--- config.mk ---
export PLATFORM = sky130hd
export DESIGN_NAME = alu_decode_stage_flat
export DESIGN_NICKNAME = d
export VERILOG_FILES = /design/src/rtl/alu_decode_stage_if.sv /design/src/rtl/alu_decode_stage.sv /design/src/flat_wrapper.sv
export SDC_FILE = /design/constraint.sdc
export NUM_CORES = 1
export LEC_CHECK = 0
export CAP_MARGIN = 5
export CORE_MARGIN = 3
export CORE_UTILIZATION = 35
export CTS_CLUSTER_DIAMETER = 80
export DETAILED_ROUTE_END_ITERATION = 16
export PLACE_DENSITY = 0.81
export SLEW_MARGIN = 20
export SYNTH_ARGS = -nofsm -noshare
export SYNTH_HDL_FRONTEND = slang
export SYNTH_SLANG_ARGS = --single-unit
--- constraint.sdc ---
create_clock -name clk -period 3 [get_ports clk]
set_input_delay 0.45 -clock clk [delete_from_list [all_inputs] [get_ports clk]]
set_output_delay 0.45 -clock clk [all_outputs]
set_load 0.03 [all_outputs]
--- src/rtl/alu_decode_stage_if.sv ---
// Handshake and operand bus between fetch, the register file, the decode stage and the ALU.
interface alu_decode_stage_if #(
  parameter int unsigned ENABLE_W   = 41,
  parameter int unsigned REG_ADDR_W = 3
);

  localparam int unsigned WORD_W = 16;

  // fetch side
  logic [WORD_W-1:0]     instr_in;
  logic                  instr_valid;
  logic                  instr_ready;
  logic                  flush;
  logic                  psw_c;

  // register file read ports
  logic [REG_ADDR_W-1:0] rf_src_addr;
  logic [REG_ADDR_W-1:0] rf_dst_addr;
  logic [WORD_W-1:0]     rf_src_data;
  logic [WORD_W-1:0]     rf_dst_data;

  // execute side
  logic [WORD_W-1:0]     alu_a;
  logic [WORD_W-1:0]     alu_b;
  logic [ENABLE_W-1:0]   alu_enable;
  logic                  alu_carry_in;
  logic [REG_ADDR_W-1:0] wb_addr;
  logic                  wb_en;
  logic                  wb_byte;
  logic                  out_valid;
  logic                  out_ready;
  logic                  illegal;

  // environment view: drives fetch, register data and execute-ready
  modport master (
    output instr_in, instr_valid, flush, psw_c,
    output rf_src_data, rf_dst_data, out_ready,
    input  instr_ready, rf_src_addr, rf_dst_addr,
    input  alu_a, alu_b, alu_enable, alu_carry_in,
    input  wb_addr, wb_en, wb_byte, out_valid, illegal
  );

  // decode stage view
  modport slave (
    input  instr_in, instr_valid, flush, psw_c,
    input  rf_src_data, rf_dst_data, out_ready,
    output instr_ready, rf_src_addr, rf_dst_addr,
    output alu_a, alu_b, alu_enable, alu_carry_in,
    output wb_addr, wb_en, wb_byte, out_valid, illegal
  );

endinterface

--- src/rtl/alu_decode_stage.sv ---
// XM23 arithmetic/logic group decode and operand-issue stage (opcodes 0x4000-0x4BFF).
module alu_decode_stage #(
  parameter int unsigned ENABLE_W   = 41,
  parameter int unsigned REG_ADDR_W = 3
) (
  input  logic            clk,
  input  logic            rst_n,
  alu_decode_stage_if.slave bus
);

  localparam int unsigned WORD_W  = 16;
  localparam int unsigned BYTE_W  = 8;
  localparam int unsigned IDX_W   = 6;
  localparam int unsigned OP_W    = 4;

  // first alu_enable bit of the group; bit = OP_BASE + instr[11:8]
  localparam int unsigned OP_BASE = 9;

  // group opcodes (instr[11:8]) that never write back
  localparam logic [OP_W-1:0] OP_CMP = 4'h5;
  localparam logic [OP_W-1:0] OP_BIT = 4'h9;

  // legal range of instr[15:8]
  localparam logic [BYTE_W-1:0] HI_MIN = 8'h40;
  localparam logic [BYTE_W-1:0] HI_MAX = 8'h4B;

  // constant generator selected by the source field when R/C = 1
  function automatic logic [WORD_W-1:0] const_val(input logic [2:0] sel);
    logic [WORD_W-1:0] v;
    v = '0;
    case (sel)
      3'd0:    v = 16'h0000;
      3'd1:    v = 16'h0001;
      3'd2:    v = 16'h0002;
      3'd3:    v = 16'h0004;
      3'd4:    v = 16'h0008;
      3'd5:    v = 16'h0010;
      3'd6:    v = 16'h0020;
      default: v = 16'hFFFF;
    endcase
    return v;
  endfunction

  // handshake
  logic take_in_c;
  logic take_out_c;
  logic instr_ready_c;

  // decoded next values
  logic [BYTE_W-1:0]     hi_c;
  logic [OP_W-1:0]       op_c;
  logic                  legal_c;
  logic                  rc_c;
  logic                  byte_c;
  logic [IDX_W-1:0]      bit_idx_c;
  logic [ENABLE_W-1:0]   enable_nxt;
  logic [WORD_W-1:0]     a_full_c;
  logic [WORD_W-1:0]     a_nxt;
  logic [WORD_W-1:0]     b_nxt;
  logic                  wb_en_nxt;

  // output registers
  logic                  out_valid_q;
  logic                  illegal_q;
  logic [ENABLE_W-1:0]   enable_q;
  logic [WORD_W-1:0]     alu_a_q;
  logic [WORD_W-1:0]     alu_b_q;
  logic                  carry_q;
  logic [REG_ADDR_W-1:0] wb_addr_q;
  logic                  wb_en_q;
  logic                  wb_byte_q;

  // ready whenever the output slot is empty or being drained this cycle
  assign instr_ready_c = !out_valid_q || bus.out_ready;
  assign take_in_c     = bus.instr_valid && instr_ready_c;
  assign take_out_c    = out_valid_q && bus.out_ready;

  // register file is addressed straight from the incoming word
  assign bus.rf_src_addr = REG_ADDR_W'(bus.instr_in[5:3]);
  assign bus.rf_dst_addr = REG_ADDR_W'(bus.instr_in[2:0]);

  // decode the incoming word into mode vector, operands and writeback control
  always_comb begin
    hi_c       = bus.instr_in[15:8];
    op_c       = bus.instr_in[11:8];
    rc_c       = bus.instr_in[7];
    byte_c     = bus.instr_in[6];
    legal_c    = (hi_c >= HI_MIN) && (hi_c <= HI_MAX);
    bit_idx_c  = IDX_W'(OP_BASE) + IDX_W'(op_c);
    enable_nxt = '0;
    if (legal_c) begin
      enable_nxt[bit_idx_c] = 1'b1;
    end

    a_full_c = rc_c ? const_val(bus.instr_in[5:3]) : bus.rf_src_data;
    a_nxt    = a_full_c;
    b_nxt    = bus.rf_dst_data;
    if (byte_c) begin
      a_nxt = {BYTE_W'(0), a_full_c[BYTE_W-1:0]};
      b_nxt = {BYTE_W'(0), bus.rf_dst_data[BYTE_W-1:0]};
    end

    wb_en_nxt = legal_c && (op_c != OP_CMP) && (op_c != OP_BIT);
  end

  // output slot: flush beats load, load beats drain, otherwise hold
  always_ff @(posedge clk or negedge rst_n) begin
    if (!rst_n) begin
      out_valid_q <= 1'b0;
      illegal_q   <= 1'b0;
      enable_q    <= '0;
      alu_a_q     <= '0;
      alu_b_q     <= '0;
      carry_q     <= 1'b0;
      wb_addr_q   <= '0;
      wb_en_q     <= 1'b0;
      wb_byte_q   <= 1'b0;
    end else if (bus.flush) begin
      out_valid_q <= 1'b0;
      illegal_q   <= 1'b0;
      enable_q    <= '0;
      wb_en_q     <= 1'b0;
    end else if (take_in_c) begin
      out_valid_q <= 1'b1;
      illegal_q   <= !legal_c;
      enable_q    <= enable_nxt;
      alu_a_q     <= a_nxt;
      alu_b_q     <= b_nxt;
      carry_q     <= bus.psw_c;
      wb_addr_q   <= REG_ADDR_W'(bus.instr_in[2:0]);
      wb_en_q     <= wb_en_nxt;
      wb_byte_q   <= byte_c;
    end else if (take_out_c) begin
      out_valid_q <= 1'b0;
    end
  end

  // drive the execute-side bus from the output registers
  assign bus.instr_ready  = instr_ready_c;
  assign bus.out_valid    = out_valid_q;
  assign bus.illegal      = illegal_q;
  assign bus.alu_enable   = enable_q;
  assign bus.alu_a        = alu_a_q;
  assign bus.alu_b        = alu_b_q;
  assign bus.alu_carry_in = carry_q;
  assign bus.wb_addr      = wb_addr_q;
  assign bus.wb_en        = wb_en_q;
  assign bus.wb_byte      = wb_byte_q;

endmodule

--- src/flat_wrapper.sv ---
// flat-port wrapper written by rule: the top's interface ports become plain ports
module alu_decode_stage_flat 
#(
  parameter int unsigned ENABLE_W   = 41,
  parameter int unsigned REG_ADDR_W = 3
)
  (clk, rst_n, bus_instr_in, bus_instr_valid, bus_flush, bus_psw_c, bus_rf_src_data, bus_rf_dst_data, bus_out_ready, bus_instr_ready, bus_rf_src_addr, bus_rf_dst_addr, bus_alu_a, bus_alu_b, bus_alu_enable, bus_alu_carry_in, bus_wb_addr, bus_wb_en, bus_wb_byte, bus_out_valid, bus_illegal);
  alu_decode_stage_if #(.ENABLE_W(ENABLE_W), .REG_ADDR_W(REG_ADDR_W)) bus_i ();
  input  logic clk;
  input  logic rst_n;
  input wire logic [$bits(bus_i.instr_in)-1:0] bus_instr_in;
  input wire logic [$bits(bus_i.instr_valid)-1:0] bus_instr_valid;
  input wire logic [$bits(bus_i.flush)-1:0] bus_flush;
  input wire logic [$bits(bus_i.psw_c)-1:0] bus_psw_c;
  input wire logic [$bits(bus_i.rf_src_data)-1:0] bus_rf_src_data;
  input wire logic [$bits(bus_i.rf_dst_data)-1:0] bus_rf_dst_data;
  input wire logic [$bits(bus_i.out_ready)-1:0] bus_out_ready;
  output wire logic [$bits(bus_i.instr_ready)-1:0] bus_instr_ready;
  output wire logic [$bits(bus_i.rf_src_addr)-1:0] bus_rf_src_addr;
  output wire logic [$bits(bus_i.rf_dst_addr)-1:0] bus_rf_dst_addr;
  output wire logic [$bits(bus_i.alu_a)-1:0] bus_alu_a;
  output wire logic [$bits(bus_i.alu_b)-1:0] bus_alu_b;
  output wire logic [$bits(bus_i.alu_enable)-1:0] bus_alu_enable;
  output wire logic [$bits(bus_i.alu_carry_in)-1:0] bus_alu_carry_in;
  output wire logic [$bits(bus_i.wb_addr)-1:0] bus_wb_addr;
  output wire logic [$bits(bus_i.wb_en)-1:0] bus_wb_en;
  output wire logic [$bits(bus_i.wb_byte)-1:0] bus_wb_byte;
  output wire logic [$bits(bus_i.out_valid)-1:0] bus_out_valid;
  output wire logic [$bits(bus_i.illegal)-1:0] bus_illegal;
  assign bus_i.instr_in = bus_instr_in;
  assign bus_i.instr_valid = bus_instr_valid;
  assign bus_i.flush = bus_flush;
  assign bus_i.psw_c = bus_psw_c;
  assign bus_i.rf_src_data = bus_rf_src_data;
  assign bus_i.rf_dst_data = bus_rf_dst_data;
  assign bus_i.out_ready = bus_out_ready;
  assign bus_instr_ready = bus_i.instr_ready;
  assign bus_rf_src_addr = bus_i.rf_src_addr;
  assign bus_rf_dst_addr = bus_i.rf_dst_addr;
  assign bus_alu_a = bus_i.alu_a;
  assign bus_alu_b = bus_i.alu_b;
  assign bus_alu_enable = bus_i.alu_enable;
  assign bus_alu_carry_in = bus_i.alu_carry_in;
  assign bus_wb_addr = bus_i.wb_addr;
  assign bus_wb_en = bus_i.wb_en;
  assign bus_wb_byte = bus_i.wb_byte;
  assign bus_out_valid = bus_i.out_valid;
  assign bus_illegal = bus_i.illegal;
  alu_decode_stage #(.ENABLE_W(ENABLE_W), .REG_ADDR_W(REG_ADDR_W)) u_core (.clk(clk), .rst_n(rst_n), .bus(bus_i));
endmodule
==> results of run 1 <==
## path summary, 6_finish.rpt
kind	cells after the start	end	from	slack [ns]
worst max register to register	5	u_core.bus.illegal	u_core.bus.out_valid	1.36
worst max-delay path	4	bus_instr_ready	bus_out_ready	0.52
max in group asynchronous	1	u_core.bus.alu_b[6]	rst_n	2.20
worst min-delay path	1	u_core.bus.alu_enable[28]	rst_n	0.23
min in group clk	1	u_core.bus.alu_enable[25]	u_core.bus.alu_enable[25]	0.49
worst min register to register	1	u_core.bus.alu_enable[25]	u_core.bus.alu_enable[25]	0.49
## metrics by stage
step	setup WS [ns]	cells	power [uW]
floorplan	1.49	274	1420
global route	0.430	500	2710
detailed placement	0.518	484	1700
global placement	0.536	484	1680
finish	0.523	500	2590
CTS	0.512	500	2630
## synthesized netlist by cell type, drive strengths merged (2+ instances only)
master   count  share of area (%)
and2        20                4.0
nand2       15                2.1
nand3        3               0.48
a22o         9                2.5
o2bb2ai     13                3.7
o21ai       24                3.9
nand2b      11                2.2
nand4        2               0.60
xor2         3               0.85
nor2         5               0.85
nor2b        9                2.1
inv         12                1.5
o22ai        3               0.60
a21oi        9                1.6
clkbuf       5               0.60
dfrtp       72                 58
a31oi        5                1.0
mux2        16                6.3
buf         26                5.8
## cell type report
cell class | instances | area, sq um | share of cell area (%)
sequential | 72 | 1800 | 38.7
clock buffer | 9 | 124 | 2.66
inverter | 12 | 45.0 | 0.967
multi-input combinational | 159 | 1090 | 23.3
tap | 105 | 131 | 2.82
clock inverter | 7 | 120 | 2.58
timing repair buffer | 136 | 1350 | 29.0
## report_power, final
part / switching (uW) / internal [uW]
Sequential: 42.6 / 1040
Clock: 365 / 554
Combinational: 322 / 262
Total: 730 / 1860
## metal layers
| metal | routed length [microns] | vias to the layer above | share of wire [%] |
|---|---|---|---|
| li1 | - | 1129 | - |
| met5 | 0 | - | 0 |
| met4 | 93 | 0 | 1.2 |
| met2 | 3710 | 82 | 49 |
| met1 | 3200 | 1133 | 43 |
| met3 | 515 | 9 | 6.9 |
## kinds of logic after synthesis
| family | after synthesis | share of synthesized area, % |
|---|---|---|
| AOI/OAI and AO/OA | 64 | 13.5 |
| xor gates and xnor gates | 3 | 0.847 |
| buffers and inverters | 43 | 7.90 |
| DFF | 72 | 58.0 |
| muxes | 16 | 6.29 |
| other | 1 | 0.121 |
| and+or+nand+nor | 67 | 13.3 |
## state kept, by name (all words and copies together), names as in the netlist
register,flops
u_core.bus.alu_a,16
u_core.bus.alu_b,16
u_core.bus.alu_carry_in,1
u_core.bus.alu_enable,32
u_core.bus.illegal,1
u_core.bus.out_valid,1
u_core.bus.wb_addr,3
u_core.bus.wb_byte,1
u_core.bus.wb_en,1
## worst max-delay path, cell delays in order
cell,delay (ns)
clkdlybuf4s50_1,0.44
nor2b_4,0.31
inv_2,0.19
clkdlybuf4s50_1,0.63
==> reports/qor.yml, run 1 <==
synth-main-ff-cell: "dfrtp_1"
grt_util_met2_pct: 24.7
clock_tree.root_cell: "clkbuf_8"
peakVddDrop_v: 0.000266
async_flop_share_pct: 100
die_w_microns: 100
start_kind: "input port"
hp-class: "input port to async pin"
maxCapViolations: 0
fin_hold_ws_ns: 0.230
layout-drive-gt1-share_pct: 8.86
synthesis.area_sq_um: 3100
final_cell_area_sq_um: 4660
totalWireLength_microns: 7510
via_per_inst: 4.71
grt-ovfl-total: 0
start_util_pct: 36.9
io_buffers: 132
end_kind: "output pin"
postCtsSetupBuffers: 0
grt_pass1_vias: 2472
crit_required_ns: 2.55
power.density_nw_per_um2: 556
final_common_cell: "clkdlybuf4s50_1"
rsz0062_at_grt: "no"
grt_busiest_layer: "met2"
clock.fmax_ghz: 0.404
synthCells: 266
fin_util_pct: 55.3
core-area_sq_um: 8420
synth_seq_area_share_pct: 58.0
setup_tns_ns: 0
final_antenna_net_count: 0
dieArea_sq_um: 10000
num_antenna_cells: 0
rows: 33
vias: 2353
skew_ns: 0.00897
clk_pin_slew_ns: 0.08
grt_max_degree: 73
cts_buffers: 9
syn_avg_cell_area_sq_um: 11.7
io_pins: 142
cts.sinks: 72
yosys_warnings: 0
antenna_found_initial: 0
cp.arrival_ns: 2.03
post_cts_resized: 0
final_cell_mix: "clkdlybuf4s50_1 (131), dfrtp_1 (72), o21ai_0 (24)"
clock_latency_ns: 0.34
report.final.setup_viol: 0
outcome: "complete, no violations"
synth_edf_count: 0
drv_slew: 0
timing.final.crit_share_pct: 82.6
min_period_ns: 2.48
path_class: "input port to output pin"
final.fill_count: 748
clock_path_buffers: 2
use_met1_pct: 19.1
dpl_cell_area_sq_um: 4410
globalplace.congestion: 0.736
worst_pin_slew_ns: 0.870
drt_pass1_iterations: 4
grtUsageMet3_pct: 5.28
cts_hold_buf: 0
nets: 444
grt_pass1_wl_microns: 12000
drt_iter0_drc: 43
p_leak_uw: 0.00201
syn2layout_area_growth_pct: 50.1
cts_tree: "yes"
htreeDepth: 3
synth_cell_type_count: 34
hold_viol_final: 0
synth_seq_cells: 72
cp_max_fo: 12
dp_hpwl_microns: 5560
wl_per_cell_microns: 15.0
max-slew-margin-rel_pct: 42.0
gr-usage-all-layers_pct: 15.1
route.detailed.drc: 0
die_height_microns: 100
No activity file was read; power rests on OpenSTA's default activity.
==> run 2, diff against run 1 <==
clock period = 2.5 ns   (was 3 ns; I/O delays follow)
==> run 2 against run 1 <==
- total power grew 17%
- die area unchanged
- clock skew decreased by 0.0014 ns
- setup slack got worse by 0.24 ns
- non-clock buffer count grew 1
- final area hardly changed
- via count rose by 0.30%
==> reports/qor.yml, run 2 (synthesis gave the netlist of run 1 again) <==
io_pins: 142  # unchanged
rsz0062_at_grt: "no"
layout-drive-gt1-share_pct: 8.61  # -0.25 points
report.final.setup_viol: 0  # unchanged
dieArea_sq_um: 10000  # unchanged
clk_pin_slew_ns: 0.08  # about the same
grt_pass1_wl_microns: 11900  # -0.81%
cts_buffers: 9  # unchanged
final_cell_area_sq_um: 4650  # about the same
start_kind: "input port"
final_cell_mix: "clkdlybuf4s50_1 (131), dfrtp_1 (72), o21ai_0 (24)"
io_buffers: 132  # unchanged
clock_tree.root_cell: "clkbuf_8"
totalWireLength_microns: 7450  # -0.77%
r2r-start: "u_core.bus.out_valid"
vias: 2360  # +0.30%
cp.arrival_ns: 1.85  # -0.18 ns
rows: 33  # unchanged
largest_reg_flops: 32  # unchanged
path_class: "input port to output pin"
num_antenna_cells: 0  # unchanged
p_leak_uw: 0.00201  # about the same
final_antenna_net_count: 0  # unchanged
dpl_cell_area_sq_um: 4430  # +0.45%
min_period_ns: 2.22
start_util_pct: 36.9  # unchanged
timing.critical_path.buf_inv: 3  # unchanged
maxCapViolations: 0  # unchanged
outcome: "complete, no violations"
syn2layout_area_growth_pct: 49.9  # about the same
crit_chain: "clkdlybuf4s50_1, nor2b_4, inv_2, clkdlybuf4s50_1"
die_height_microns: 100  # unchanged
post_cts_resized: 0  # unchanged
wl_per_cell_microns: 14.9  # -0.77%
drt_iter0_drc: 97  # +130%
antenna_found_initial: 0  # unchanged
cp_max_fo: 12  # unchanged
die_w_microns: 100  # unchanged
seqCellArea_sq_um: 1800  # unchanged
grt_pass1_vias: 2325  # -5.9%
final.fill_count: 751  # +0.40%
hp-class: "input port to async pin"
end_kind: "output pin"
clock_path_buffers: 2  # unchanged
grt_max_degree: 73  # unchanged
final_common_cell: "clkdlybuf4s50_1"
grt-ovfl-total: 0  # unchanged
multiInputGateArea_sq_um: 1090  # unchanged
fin_cells: 500  # unchanged
cp_common_cell: "clkdlybuf4s50_1"
cts_tree: "yes"
setup_tns_ns: 0  # unchanged
cts_hold_buf: 0  # unchanged
clock.fmax_ghz: 0.450
via_per_inst: 4.72  # +0.30%
slowest_delay_ns: 0.61  # -0.02 ns
dp_hpwl_microns: 5480  # -1.5%
drt_pass1_iterations: 4  # unchanged
clock_latency_ns: 0.33  # about the same
globalplace.congestion: 0.729  # -0.98%
gr-usage-all-layers_pct: 15.1  # -0.081 points
placed_cells: 485  # +0.21%
cp_top_family: "buffers and inverters"
cp-startpoint: "bus_out_ready"
cts.sinks: 72  # unchanged
cp_slowest_cell: "clkdlybuf4s50_1"
power.density_nw_per_um2: 650  # +17%
max-slew-margin-rel_pct: 40.7  # -1.3 points
htreeDepth: 3  # unchanged
nets: 445  # +0.23%
hold_viol_final: 0  # unchanged
fin_hold_ws_ns: 0.156  # -0.0746 ns
worst_pin_slew_ns: 0.890  # +0.0194 ns
postCtsSetupBuffers: 0  # unchanged
peakVddDrop_v: 0.000334  # +25%
crit_required_ns: 2.12  # -0.43 ns
core-area_sq_um: 8420  # unchanged
route.detailed.drc: 0  # unchanged
timing.final.crit_share_pct: 88.8
drv_slew: 0  # unchanged
fin_util_pct: 55.3  # about the same
skew_ns: 0.00759  # -0.00138 ns
[run 2: metrics by stage]
step           total power [uW]  setup slack, ns
3_5_place_dp               2040            0.289
6_report                   3030            0.280
3_3_place_gp               2020            0.277
2_1_floorplan              1700            0.993
5_1_grt                    3170            0.202
4_1_cts                    3070            0.282
[run 2: final timing paths]
path / cells past startpoint / end / slack [ns]
setup reg to reg: 6 / u_core.bus.alu_enable[4] / 0.80
hold reg to reg: 1 / u_core.bus.alu_enable[23] / 0.49
setup / recovery: 4 / bus_instr_ready / 0.28
hold / removal: 1 / u_core.bus.alu_enable[24] / 0.16
min in group clk: 1 / u_core.bus.alu_enable[23] / 0.49
max in group asynchronous: 1 / u_core.bus.alu_a[4] / 1.75
[run 2: area by class of cell]
class,instances,share of cell area (%)
sequential,72,38.7
timing repair buffer,137,29.4
multi-input combinational,159,23.4
clock buffer,12,3.33
tap,105,2.82
clock inverter,3,1.40
inverter,12,0.968
[run 2: power breakdown]
group	internal (uW)	switching, uW
clock	610	410
combinational	318	388
sequential	1250	47.6
[run 2: layer usage]
layer	GRT usage (%)	wire (microns)	part of all wire (%)
met4	5.80	87	1.2
met2	23.4	3620	49
met5	0	0	0
met3	4.66	578	7.8
met1	19.7	3170	43
==> run 3, diff against run 2 <==
--- a/config.mk
+++ b/config.mk
@@ -10,4 +10,5 @@
 export CORE_UTILIZATION = 35
 export CTS_CLUSTER_DIAMETER = 80
+export CTS_CLUSTER_SIZE = 28
 export DETAILED_ROUTE_END_ITERATION = 16
 export PLACE_DENSITY = 0.81
==> constraint.sdc (replaced) <==
create_clock -name clk -period 2.5 [get_ports clk]
set_input_delay 0.25 -clock clk [delete_from_list [all_inputs] [get_ports clk]]
set_output_delay 0.25 -clock clk [all_outputs]
set_load 0.03 [all_outputs]
==> run 3 against run 2 <==
- hold slack worse by 0.11 ns
- clock skew decreased by 0.0040 ns
- sequential share of layout area increased by 0.28 points
- critical path depth fell by 1
- sequential power about the same
- critical endpoint unchanged
==> reports/qor.yml, run 3 (synthesis gave the netlist of run 1 again) <==
fin_util_pct: 54.9  # -0.40 points
cts.sinks: 72  # unchanged
dp_hpwl_microns: 5610  # +2.4%
clock_path_buffers: 2  # unchanged
worstRegToRegCells: 5  # -1
clock_latency_ns: 0.32  # about the same
min_period_ns: 2.05  # -0.166 ns
gr-usage-all-layers_pct: 15.3  # +0.28 points
final_cell_mix: "clkdlybuf4s50_1 (131), dfrtp_1 (72), o21ai_0 (24)"
timing.final.crit_share_pct: 82.2  # -6.6 points
crit_chain: "nor2b_4, inv_2, clkdlybuf4s50_1"
outcome: "complete, no violations"
cp_max_fo: 12  # unchanged
end_kind: "output pin"
route.detailed.drc: 0  # unchanged
p_leak_uw: 0.00200  # -0.62%
report.final.setup_viol: 0  # unchanged
drt-met1-wl_microns: 3190  # +0.73%
setup_tns_ns: 0  # unchanged
cts_hold_buf: 0  # unchanged
vias: 2337  # -0.97%
cp-startpoint: "u_core.bus.out_valid"
drt_iter0_drc: 111  # +14%
die_height_microns: 100  # unchanged
start_util_pct: 36.9  # unchanged
grt-ovfl-total: 0  # unchanged
maxCapViolations: 0  # unchanged
power.density_nw_per_um2: 631  # -3.0%
grt_pass1_wl_microns: 12200  # +2.1%
post_cts_resized: 0  # unchanged
nets: 445  # unchanged
worstReg2RegEnd: "u_core.bus.wb_byte"
grt_pass1_vias: 2421  # +4.1%
core-area_sq_um: 8420  # unchanged
clock.fmax_ghz: 0.487  # +8.1%
rsz0062_at_grt: "no"
final_common_cell: "clkdlybuf4s50_1"
wl_per_cell_microns: 15.0  # +0.39%
final.fill_count: 765  # +1.9%
hp-class: "input port to async pin"
crit_required_ns: 2.25  # +0.13 ns
cp_slowest_cell: "clkdlybuf4s50_1"
drt_pass1_iterations: 4  # unchanged
htreeDepth: 3  # unchanged
routed.top_layer: "met4"
max-slew-margin-rel_pct: 42.4  # +1.7 points
io_buffers: 132  # unchanged
path_class: "register to output pin"
antenna_found_initial: 0  # unchanged
totalWireLength_microns: 7500  # +0.59%
routed-wl-met2_microns: 3690  # +2.0%
final_antenna_net_count: 0  # unchanged
layout-drive-gt1-share_pct: 8.59  # -0.022 points
grt_max_degree: 73  # unchanged
clk_pin_slew_ns: 0.07  # about the same
cp.arrival_ns: 1.80  # -0.05 ns
worst_pin_slew_ns: 0.863  # -0.0261 ns
cp-endpoint: "bus_instr_ready"
skew_ns: 0.00354  # -0.00404 ns
r2r_slack_ns: 0.84  # +0.04 ns
io_pins: 142  # unchanged
start_kind: "register"
num_antenna_cells: 0  # unchanged
clock_tree.root_cell: "clkbuf_8"
dieArea_sq_um: 10000  # unchanged
die_w_microns: 100  # unchanged
hold_viol_final: 0  # unchanged
r2r-start: "u_core.bus.out_valid"
cts_tree: "yes"
largest_reg_flops: 32  # unchanged
route.met3.wl_microns: 554  # -4.2%
via_per_inst: 4.66  # -1.2%
syn2layout_area_growth_pct: 48.9
globalplace.congestion: 0.781  # +7.2%
postCtsSetupBuffers: 0  # unchanged
rows: 33  # unchanged
cts_buffers: 9  # unchanged
slowest_delay_ns: 0.62  # about the same
drv_slew: 0  # unchanged
peakVddDrop_v: 0.000389  # +16%
[run 3: changes by cell type in the layout (fill, tap and decap cells not counted), sizes merged]
cell / change
clkinv: +1
clkbuf: +1
bufinv: -1
[run 3: how the worst min path moves through the flow]
stage           from                        end  slack, ns  depth (start not counted)
2_1_floorplan  rst_n        u_core.bus.alu_a[0]      -0.05                          0
3_3_place_gp   rst_n  u_core.bus.alu_enable[24]       0.41                          1
3_5_place_dp   rst_n  u_core.bus.alu_enable[25]       0.43                          1
4_1_cts        rst_n  u_core.bus.alu_enable[25]       0.06                          1
5_1_grt        rst_n  u_core.bus.alu_enable[28]        0.1                          1
6_report       rst_n  u_core.bus.alu_enable[28]       0.05                          1
[run 3: layout make-up]
cell class	count	area, sq um	area share (%)
well taps	105	131	2.84
inverters	12	45.0	0.975
clock inverters	3	40.0	0.867
clock buffers	13	159	3.44
flip-flops and latches	72	1800	39.0
multi-input cells	159	1090	23.5
repair buffers	137	1360	29.4
[run 3: through the flow]
step                      instances  hold slack, ns  setup WS [ns]  instance area, sq um  power (uW)
final                           501          0.0464          0.446                  4620        2920
after global routing            501          0.0979          0.305                  4620        3060
after CTS                       501          0.0643          0.386                  4620        2960
after detailed placement        485           0.432          0.321                  4420        2040
after global placement          485           0.414          0.416                  4420        2020
after floorplan                 274         -0.0456          0.993                  3130        1700
[run 3: worst max-delay path, delay by kind of cell (launching register included)]
kind          cells  cell delay, ns
flops             1            0.37
buf+inv           2            0.76
simple gates      1            0.34
[run 3: power breakdown]
group          leakage (uW)  switching [uW]  internal (uW)  total [uW]
Combinational      0.000952             385            316         700
Clock              0.000103             393            513         907
Sequential         0.000946            54.2           1250        1310
Total               0.00200             832           2080        2920
[run 3: layer usage]
metal	vias to the layer above	global-route usage [%]
met3	5	4.66
met1	1109	20.4
met4	0	3.42
li1	1130	-
met5	-	0
met2	93	24.8
